==> config.mk <==
export PLATFORM = sky130hd
export DESIGN_NAME = bird_physics
export DESIGN_NICKNAME = d
export VERILOG_FILES = /design/src/rtl/bird_physics.sv
export SDC_FILE = /design/constraint.sdc
export NUM_CORES = 1
export LEC_CHECK = 0
export ABC_AREA = 1
export BUFFER_PORTS_ARGS = -buffer_cell sky130_fd_sc_hd__buf_2
export CAP_MARGIN = 10
export CORE_ASPECT_RATIO = 0.6
export CORE_UTILIZATION = 59
export DETAILED_ROUTE_END_ITERATION = 6
export HOLD_SLACK_MARGIN = 0.1
export PLACE_DENSITY = 0.82
export SLEW_MARGIN = 20
export SYNTH_ARGS = -nofsm -noshare
export SYNTH_HDL_FRONTEND = slang
export SYNTH_SLANG_ARGS = --single-unit
==> constraint.sdc <==
create_clock -name clk -period 4.7 [get_ports clk]
set_clock_uncertainty 0.15 [all_clocks]
set_input_delay 0.235 -clock clk [delete_from_list [all_inputs] [get_ports clk]]
set_output_delay 0.235 -clock clk [all_outputs]
set_load 0.01 [all_outputs]
==> src/rtl/bird_physics.sv <==
// bird_physics: vertical position/velocity of the bird, updated once per frame
// from gravity and player flaps, plus the IDLE/FLYING/DEAD game-state machine.
//
// Ports:
//   clk         system clock
//   reset       asynchronous active-high reset
//   frame_tick  single-cycle pulse, once per frame
//   flap        raw button level, asynchronous to clk
//   collision   bird overlaps a pipe (level)
//   restart     single-cycle pulse, DEAD -> IDLE
//   bird_reg    bird top edge in pixels, zero-extended to 32 bits
//   alive       high in IDLE and FLYING
//   ground_hit  high in DEAD when the floor caused the death
//
// Optional feature: define BIRD_IDLE_BOB_EN to make the bird bob up and down
// by a small triangle offset while waiting in IDLE.
module bird_physics #(
    parameter int unsigned SCREEN_HEIGHT = 480,
    parameter int unsigned BIRD_HEIGHT   = 35,
    parameter int unsigned START_Y       = 200,
    parameter int unsigned FRAC_BITS     = 4,
    parameter int unsigned GRAVITY       = 6,
    parameter int unsigned FLAP_VELOCITY = 64,
    parameter int unsigned MAX_FALL_VEL  = 128
) (
    input  logic        clk,
    input  logic        reset,
    input  logic        frame_tick,
    input  logic        flap,
    input  logic        collision,
    input  logic        restart,
    output logic [31:0] bird_reg,
    output logic        alive,
    output logic        ground_hit
);

    localparam int unsigned INT_W = 9;
    localparam int unsigned POS_W = INT_W + FRAC_BITS;
    localparam int unsigned VEL_W = 16;

    localparam logic [POS_W-1:0] START_POS = POS_W'(START_Y << FRAC_BITS);
    localparam logic [POS_W-1:0] FLOOR_POS =
        POS_W'((SCREEN_HEIGHT - BIRD_HEIGHT) << FRAC_BITS);

    localparam logic signed [VEL_W-1:0] GRAV_V = VEL_W'(GRAVITY);
    localparam logic signed [VEL_W-1:0] MAX_V  = VEL_W'(MAX_FALL_VEL);
    localparam logic signed [VEL_W-1:0] FLAP_V = VEL_W'(0) - VEL_W'(FLAP_VELOCITY);

    typedef enum logic [1:0] {
        ST_IDLE   = 2'd0,
        ST_FLYING = 2'd1,
        ST_DEAD   = 2'd2
    } state_t;

    state_t                   state_q, state_d;
    logic [POS_W-1:0]         pos_q, pos_d;
    logic signed [VEL_W-1:0]  vel_q, vel_d;
    logic                     pend_q, pend_d;
    logic                     gh_q, gh_d;
    logic                     flap_meta_q, flap_sync_q, flap_prev_q;
    logic [31:0]              bird_reg_q;
    logic                     alive_q;

    logic                     flap_edge;
    logic                     flap_now;
    logic signed [VEL_W-1:0]  vel_fall;
    logic signed [VEL_W-1:0]  vel_new;
    logic signed [VEL_W-1:0]  pos_new;

`ifdef BIRD_IDLE_BOB_EN
    logic [3:0] bob_cnt_q, bob_cnt_d;

    // Top edge for a bob phase: triangle 0,1,2,3,4,3,2,1 px above START_Y.
    function automatic logic [POS_W-1:0] bob_pos(input logic [2:0] phase);
        logic [2:0] off;
        off = (phase <= 3'd4) ? phase : 3'(4'd8 - {1'b0, phase});
        return POS_W'((START_Y + 32'(off)) << FRAC_BITS);
    endfunction
`endif

    // Next-state logic: physics, game state and flap bookkeeping.
    always_comb begin
        flap_edge = flap_sync_q & ~flap_prev_q;
        flap_now  = pend_q | flap_edge;

        vel_fall = vel_q + GRAV_V;
        if (vel_fall > MAX_V) begin
            vel_fall = MAX_V;
        end
        vel_new = flap_now ? FLAP_V : vel_fall;
        // Signed 16-bit sum so an upward step past the ceiling goes negative
        // instead of wrapping.
        pos_new = $signed(VEL_W'(pos_q)) + vel_new;

        state_d = state_q;
        pos_d   = pos_q;
        vel_d   = vel_q;
        pend_d  = pend_q;
        gh_d    = gh_q;
`ifdef BIRD_IDLE_BOB_EN
        bob_cnt_d = bob_cnt_q;
`endif

        case (state_q)
            ST_IDLE: begin
                vel_d = '0;
`ifdef BIRD_IDLE_BOB_EN
                if (frame_tick) begin
                    bob_cnt_d = bob_cnt_q + 4'd1;
                end
                pos_d = bob_pos(bob_cnt_d[3:1]);
`else
                pos_d = START_POS;
`endif
                // The pending flap survives into FLYING and is applied on
                // the first tick there.
                if (flap_edge) begin
                    state_d = ST_FLYING;
                    pend_d  = 1'b1;
                end
            end

            ST_FLYING: begin
                if (collision) begin
                    // Collision beats a simultaneous tick; position freezes.
                    state_d = ST_DEAD;
                    gh_d    = 1'b0;
                    pend_d  = 1'b0;
                end else if (frame_tick) begin
                    pend_d = 1'b0;
                    if (pos_new < 0) begin
                        pos_d = '0;
                        vel_d = '0;
                    end else if (pos_new >= $signed(VEL_W'(FLOOR_POS))) begin
                        pos_d   = FLOOR_POS;
                        vel_d   = '0;
                        state_d = ST_DEAD;
                        gh_d    = 1'b1;
                    end else begin
                        pos_d = POS_W'(pos_new);
                        vel_d = vel_new;
                    end
                end else begin
                    pend_d = flap_now;
                end
            end

            default: begin
                pend_d = 1'b0;
                if (restart) begin
                    state_d = ST_IDLE;
                    pos_d   = START_POS;
                    vel_d   = '0;
                    gh_d    = 1'b0;
`ifdef BIRD_IDLE_BOB_EN
                    bob_cnt_d = '0;
`endif
                end
            end
        endcase
    end

    // State and registered outputs.
    always_ff @(posedge clk or posedge reset) begin
        if (reset) begin
            state_q     <= ST_IDLE;
            pos_q       <= START_POS;
            vel_q       <= '0;
            pend_q      <= 1'b0;
            gh_q        <= 1'b0;
            flap_meta_q <= 1'b0;
            flap_sync_q <= 1'b0;
            flap_prev_q <= 1'b0;
            bird_reg_q  <= 32'(START_POS[POS_W-1:FRAC_BITS]);
            alive_q     <= 1'b1;
`ifdef BIRD_IDLE_BOB_EN
            bob_cnt_q   <= '0;
`endif
        end else begin
            state_q     <= state_d;
            pos_q       <= pos_d;
            vel_q       <= vel_d;
            pend_q      <= pend_d;
            gh_q        <= gh_d;
            flap_meta_q <= flap;
            flap_sync_q <= flap_meta_q;
            flap_prev_q <= flap_sync_q;
            bird_reg_q  <= 32'(pos_d[POS_W-1:FRAC_BITS]);
            alive_q     <= (state_d != ST_DEAD);
`ifdef BIRD_IDLE_BOB_EN
            bob_cnt_q   <= bob_cnt_d;
`endif
        end
    end

    assign bird_reg   = bird_reg_q;
    assign alive      = alive_q;
    assign ground_hit = gh_q;

endmodule

## Word-level counts from Yosys, hierarchy flattened

Index checks and enable logic that the tools add are counted.
Widths: inputs -> output; s select.

- Word-level logic and storage cells: 63
- Latch bits: 0
- Register bits: 37
- Input port bits: 6
- Memory bits (read-only): 0
- Output and inout port bits: 34
- Memories: 0
- RAM bits: 0

- Eq/ne operators: 8
- Bitwise gates (word level): 4
- Add/sub/neg operators: 2
- Multipliers: 0
- Magnitude comparators: 3
- Divide/modulo/power cells: 0
- Shift-type cells: 0
- Muxes and demuxes: 31
- Reduce and logical (&&, ||, !) cells: 5

Operators with widths:

| kind | count |
|---|---|
| $mux 16 | 7 |
| $mux 13 | 5 |
| $pmux 16 s2 | 1 |
| $pmux 13 s2 | 1 |
| $add 14x16->16 | 1 |
| $add 16x4->16 const B | 1 |
| $ge 16x14->1 const B | 1 |
| $gt 16x9->1 const B | 1 |
| $lt 16x1->1 const B | 1 |
| $mux 2 | 6 |
| $ne 3x3->1 const B | 3 |
| $mux 1 | 8 |
| $ne 2x2->1 const B | 4 |
| $reduce_and 5->1 | 1 |
| $pmux 1 s2 | 2 |
| $pmux 2 s2 | 1 |
| $reduce_and 3->1 | 1 |
| $reduce_bool 3->1 | 1 |
| $eq 2x1->1 const B | 1 |
| $logic_not 2->1 | 1 |
| $not 1->1 | 2 |
| $reduce_bool 2->1 | 1 |
| $and 1x1->1 | 1 |
| $or 1x1->1 | 1 |

## Depth between registers and ports, before layout

- Word-level depth: 12
- Depth in mapped cells: 36
- Mapped depth without buffers: 36

## Least setup slack after synthesis

OpenSTA, ideal clock, no wires.

- Kind: reg-to-reg
- From: reg vel_q[1]
- To: reg pos_q[2]
- Cell stages (with the launch flop): 28
- Library setup time: 74 ps
- Slack: 684 ps
- Arrival time: 3792 ps
- Clock period less this slack: 4016 ps
- Data required time: 4476 ps
- Buffers on the path: 0
- Cell sequence: dfrtp_1 inv_1 ha_1 nor2_4 nand2_2 nand2_1 nand2_1 nor2_1 nand3_1 nor2_2 nand2_2 nand2_4 nand2_1 nor2_1 ha_1 inv_1 fa_1 o21ai_0 nand3_1 nand3_1 a21oi_1 xor2_1 a21oi_1 nor2_2 nand2_4 nor2_8 inv_6 o21ai_2

- Cells in the longest elaborated chain, start to end: 11
- Elaborated cells on any way between the ends: 12
- Those cells by class: add/sub (2); order compare (3); mux (7)

RTL lines:

| element | line | RTL |
|---|---|---|
| start: declaration | 57 | `logic signed [VEL_W-1:0] vel_q, vel_d;` |
| start signal: assignment | 182 | `vel_q <= vel_d;` |
| $add 16x4->16 (*) | 86 | `vel_fall = vel_q + GRAV_V;` |
| $gt 16x9->1 | 87 | `if (vel_fall > MAX_V) begin` |
| $mux 16 (*) | 87 |  |
| $mux 16 (*) | 90 | `vel_new = flap_now ? FLAP_V : vel_fall;` |
| $add 14x16->16 (*) | 93 | `pos_new = $signed(VEL_W'(pos_q)) + vel_new;` |
| $ge 16x14->1 | 134 | `end else if (pos_new >= $signed(VEL_W'(FLOOR_POS))) begin` |
| $mux 13 | 134 |  |
| $mux 13 (*) | 131 | `if (pos_new < 0) begin` |
| $mux 13 (*) | 129 | `end else if (frame_tick) begin` |
| $mux 13 (*) | 124 | `if (collision) begin` |
| $pmux 13 s2 (*) | 104 | `case (state_q)` |
| end signal: assignment | 181 | `pos_q <= pos_d;` |
| end: declaration | 56 | `logic [POS_W-1:0] pos_q, pos_d;` |

Mark *: on every way between the ends. The rest lies on a longest branch, timed or not. The select of a mux whose other input is x is not followed.
A chain may end at the register's enable or synchronous reset.

## Final worst setup path

- From: reg vel_q[1]
- To: reg pos_q[3]

Same word-level chain as after synthesis.

==> impl_metrics.csv <==
group,metric,value,unit
outcome,status,"finished clean",
synthesis,synth.distinct_cells,34,
power,powerDensity,443,nW/um^2
global_route,antenna_found_initial,0,
synthesis,netlist_area,3080,um^2
synthesis,synth_warnings,0,
cells_and_area,antenna_cells,0,
critical_path,path_class,"flip-flop to flip-flop",
synthesis,synth-xor-area-share,3.08,%
sta,worst_slack,0.290,ns
cts,cts_tree,"built",
drt,first_iter_violations,206,
sta,slew_headroom,62.0,%
sta,maxSlewViolCount,0,
power,p_int,756,uW
cells_and_area,final_cells,513,
floorplan,core_area,4800,um^2
critical_path,path_common_cell,"nand2_1",
synthesis,ys_top_cells_by_area,"dfrtp_1 27%, nand2_1 14%, buf_4 7.8%",
critical_path,arrival,4.49,ns
critical_path,rrSetupSlack,0.29,ns
drt,drc,0,
synthesis,synth_seq_cells,37,
power,pwr-share-comb,54.3,%
critical_path,critPathLaunchType,"flip-flop",
sta,worst_pin_slew,0.567,ns
synthesis,netlist_top_cells_count,"112 x nand2_1, 63 x inv_1, 38 x nor2_1",
synthesis,synthFlopType,"dfrtp_1",
floorplan,start_util,64.2,%
place,gp_congestion,0.940,
sta,fmax,227,MHz
place,place_inst,498,
cells_and_area,syn2layout_area_growth,7.10,%
power,p_sw,706,uW
global_route,grt_max_degree,38,
place,io_buffer_count,16,
sta,period_share,93.8,%
critical_path,critPathMaxStageDelay,0.43,ns
synthesis,synth_top_area_share,26.8,%
hold_path,min-delay-path-class,"input port to flip-flop",
cts,cts.path.max_buffers,2,
floorplan,num_io_pins,40,
drt,wl_per_cell,14.3,um
critical_path,cp_data_required_time,4.78,ns
synthesis,synth-simple-area-share,30.8,%
synthesis,synth_fa_ha_area_share,7.14,%
cts,clk_pin_slew_worst_paths,0.08,ns
power,p_seq_share,26.3,%
synthesis,synth_top_family_by_area,"simple AND/OR/NAND/NOR gates",
critical_path,critPathCaptureType,"flip-flop",
drt,first_pass_iters,5,
global_route,grtUsageTotal,27.9,%
power,power_frac_clock,19.4,%
synthesis,yosysSeqAreaShare,30.2,%
critical_path,cp_max_fo,10,
cts,clkLatencyLatePin,0.30,ns
drt,vias,2667,
synthesis,synth.area.mux_share,0,%
synthesis,syn_inst,430,
synthesis,synth_compound_area_share,12.5,%
cts,cts_buffers,5,
synthesis,synth_largest_area_cell,"dfrtp_1",
global_route,grt_pass1_vias,2296,
power,p_leak,0.00176,uW
synthesis,synthArstFlopShare,100,%
critical_path,timing.rr.end,"pos_q[3]$_DFFE_PP0P_",
global_route,grt_pass1_wl,11.4,mm
cts,htreeDepth,2,
drt,wl,7.35,mm
critical_path,crit_end,"pos_q[3]$_DFFE_PP0P_",
cells_and_area,nets,472,
floorplan,die_area,5530,um^2
cts,ctsRootBufferMaster,"clkbuf_8",
critical_path,reg2reg_depth,31,
place,place_ws,0.153,ns
critical_path,r2r-start,"vel_q[1]$_DFFE_PP0P_",
global_route,gr-total-overflow,0,
floorplan,die_h,58.0,um
cells_and_area,drive_gt1_share,18.2,%
critical_path,cp-startpoint,"vel_q[1]$_DFFE_PP0P_",
floorplan,die_x,95.3,um
sta,hold_viol_final,0,
drt,viasPerCell,5.20,
run,drv_cap,0,
synthesis,synth_edf_count,0,
sta,finalSetupViolations,0,
synthesis,yosys.cell_count.top_type,"nand2_1",
power,irDropWorstVdd,373,uV
place,dp_hpwl,5.47,mm
drt,final_antenna_net_count,0,
cts,cts.sinks,37,
critical_path,cp_slowest_cell,"dfrtp_2",
sta,finalCriticalPeriod,4.41,ns
power,switching_share,48.3,%
synthesis,avgSynthCellArea,7.17,um^2
floorplan,fp-row-count,19,
-- critical path: cells and delay by family, from the launching register on --
kind            cells  cell delay (ns)
fa+ha+maj           2             0.57
simple gates       22             2.43
flops               1             0.43
compound gates      1             0.12
buf+inv             5             0.40
xor+xnor            1             0.22
-- sequential cells by signal, indices dropped and copies added, names as in the netlist --
signal       count
alive            1
vel_q           16
flap_prev_q      1
ground_hit       1
state_q          2
pend_q           1
flap_sync_q      1
pos_q           13
flap_meta_q      1
-- metal layers --
layer  GRT usage (%)  wire (um)  vias to the layer above
li1                -          -                     1344
met1            44.3       3630                     1208
met2            36.3       2950                      108
met3            8.01        694                        7
met4            6.93         73                        0
met5               0          0                        -
-- layout by cell type, fill, tap and decap left out, types with 9 or more instances in the layout --
master,instances
a21oi_1,19
o21ai_0,9
nand3_1,25
buf_2,16
inv_1,61
conb_1,23
dfrtp_1,32
ha_1,15
nand2_1,111
nor2_1,36
-- stage by stage --
stage / utilization (%) / TNS, ns / total power (uW) / instance area (um^2) / hold slack [ns]
2_1_floorplan: - / 0 / 989 / 3170 / 0.116
4_1_cts: 67.4 / 0 / 1420 / 3240 / 0.103
5_1_grt: 68.8 / -0.0841 / 1570 / 3300 / 0.109
3_5_place_dp: 64.4 / 0 / 1130 / 3090 / 0.186
6_report: 68.8 / 0 / 1460 / 3300 / 0.113
3_3_place_gp: 64.4 / 0 / 1110 / 3090 / 0.185
-- cell type report --
cell class                      count  area, um^2
Sequential cell                    37         932
Tap cell                           63        78.8
Multi-Input combinational cell    316        1780
Fill cell                         407        1500
Inverter                           65         249
Clock inverter                      3        43.8
Clock buffer                        5        68.8
Timing Repair Buffer               24         148
-- what timing repair did --
action,CTS,global route
setup endpoints to repair,0,33
gates resized for setup,0,15
hold endpoints to repair,35,0
setup buffers,0,3
hold buffers,3,0
-- cell families after synthesis --
logic type	count (synthesis)
adder cells (fa/ha/maj)	17
AND/OR/NAND/NOR	207
buffers and inverters	100
flip-flops	37
AO/OA/AOI/OAI	58
other	1
XOR/XNOR	10
-- worst min-delay path by stage --
stage / slack [ns] / end / startpoint / depth (start not counted)
floorplan: 0.12 / flap_meta_q$_DFF_PP0_ / flap / 0
global placement: 0.18 / flap_sync_q$_DFF_PP0_ / flap_meta_q$_DFF_PP0_ / 0
detailed placement: 0.19 / flap_sync_q$_DFF_PP0_ / flap_meta_q$_DFF_PP0_ / 0
CTS: 0.10 / state_q[1]$_DFF_PP0_ / restart / 4
global route: 0.11 / state_q[1]$_DFF_PP0_ / restart / 4
finish: 0.11 / state_q[1]$_DFF_PP0_ / restart / 4
-- power by group through the flow --
| stage | clock network [uW] | logic, uW | registers [uW] |
|---|---|---|---|
| after global placement | 0 | 726 | 387 |
| final | 284 | 794 | 384 |
| after detailed placement | 0 | 740 | 388 |
| after global routing | 306 | 879 | 389 |
| after CTS | 287 | 749 | 382 |
| after floorplan | 0 | 605 | 385 |
Note: power is estimated with default switching activity, not from simulation.
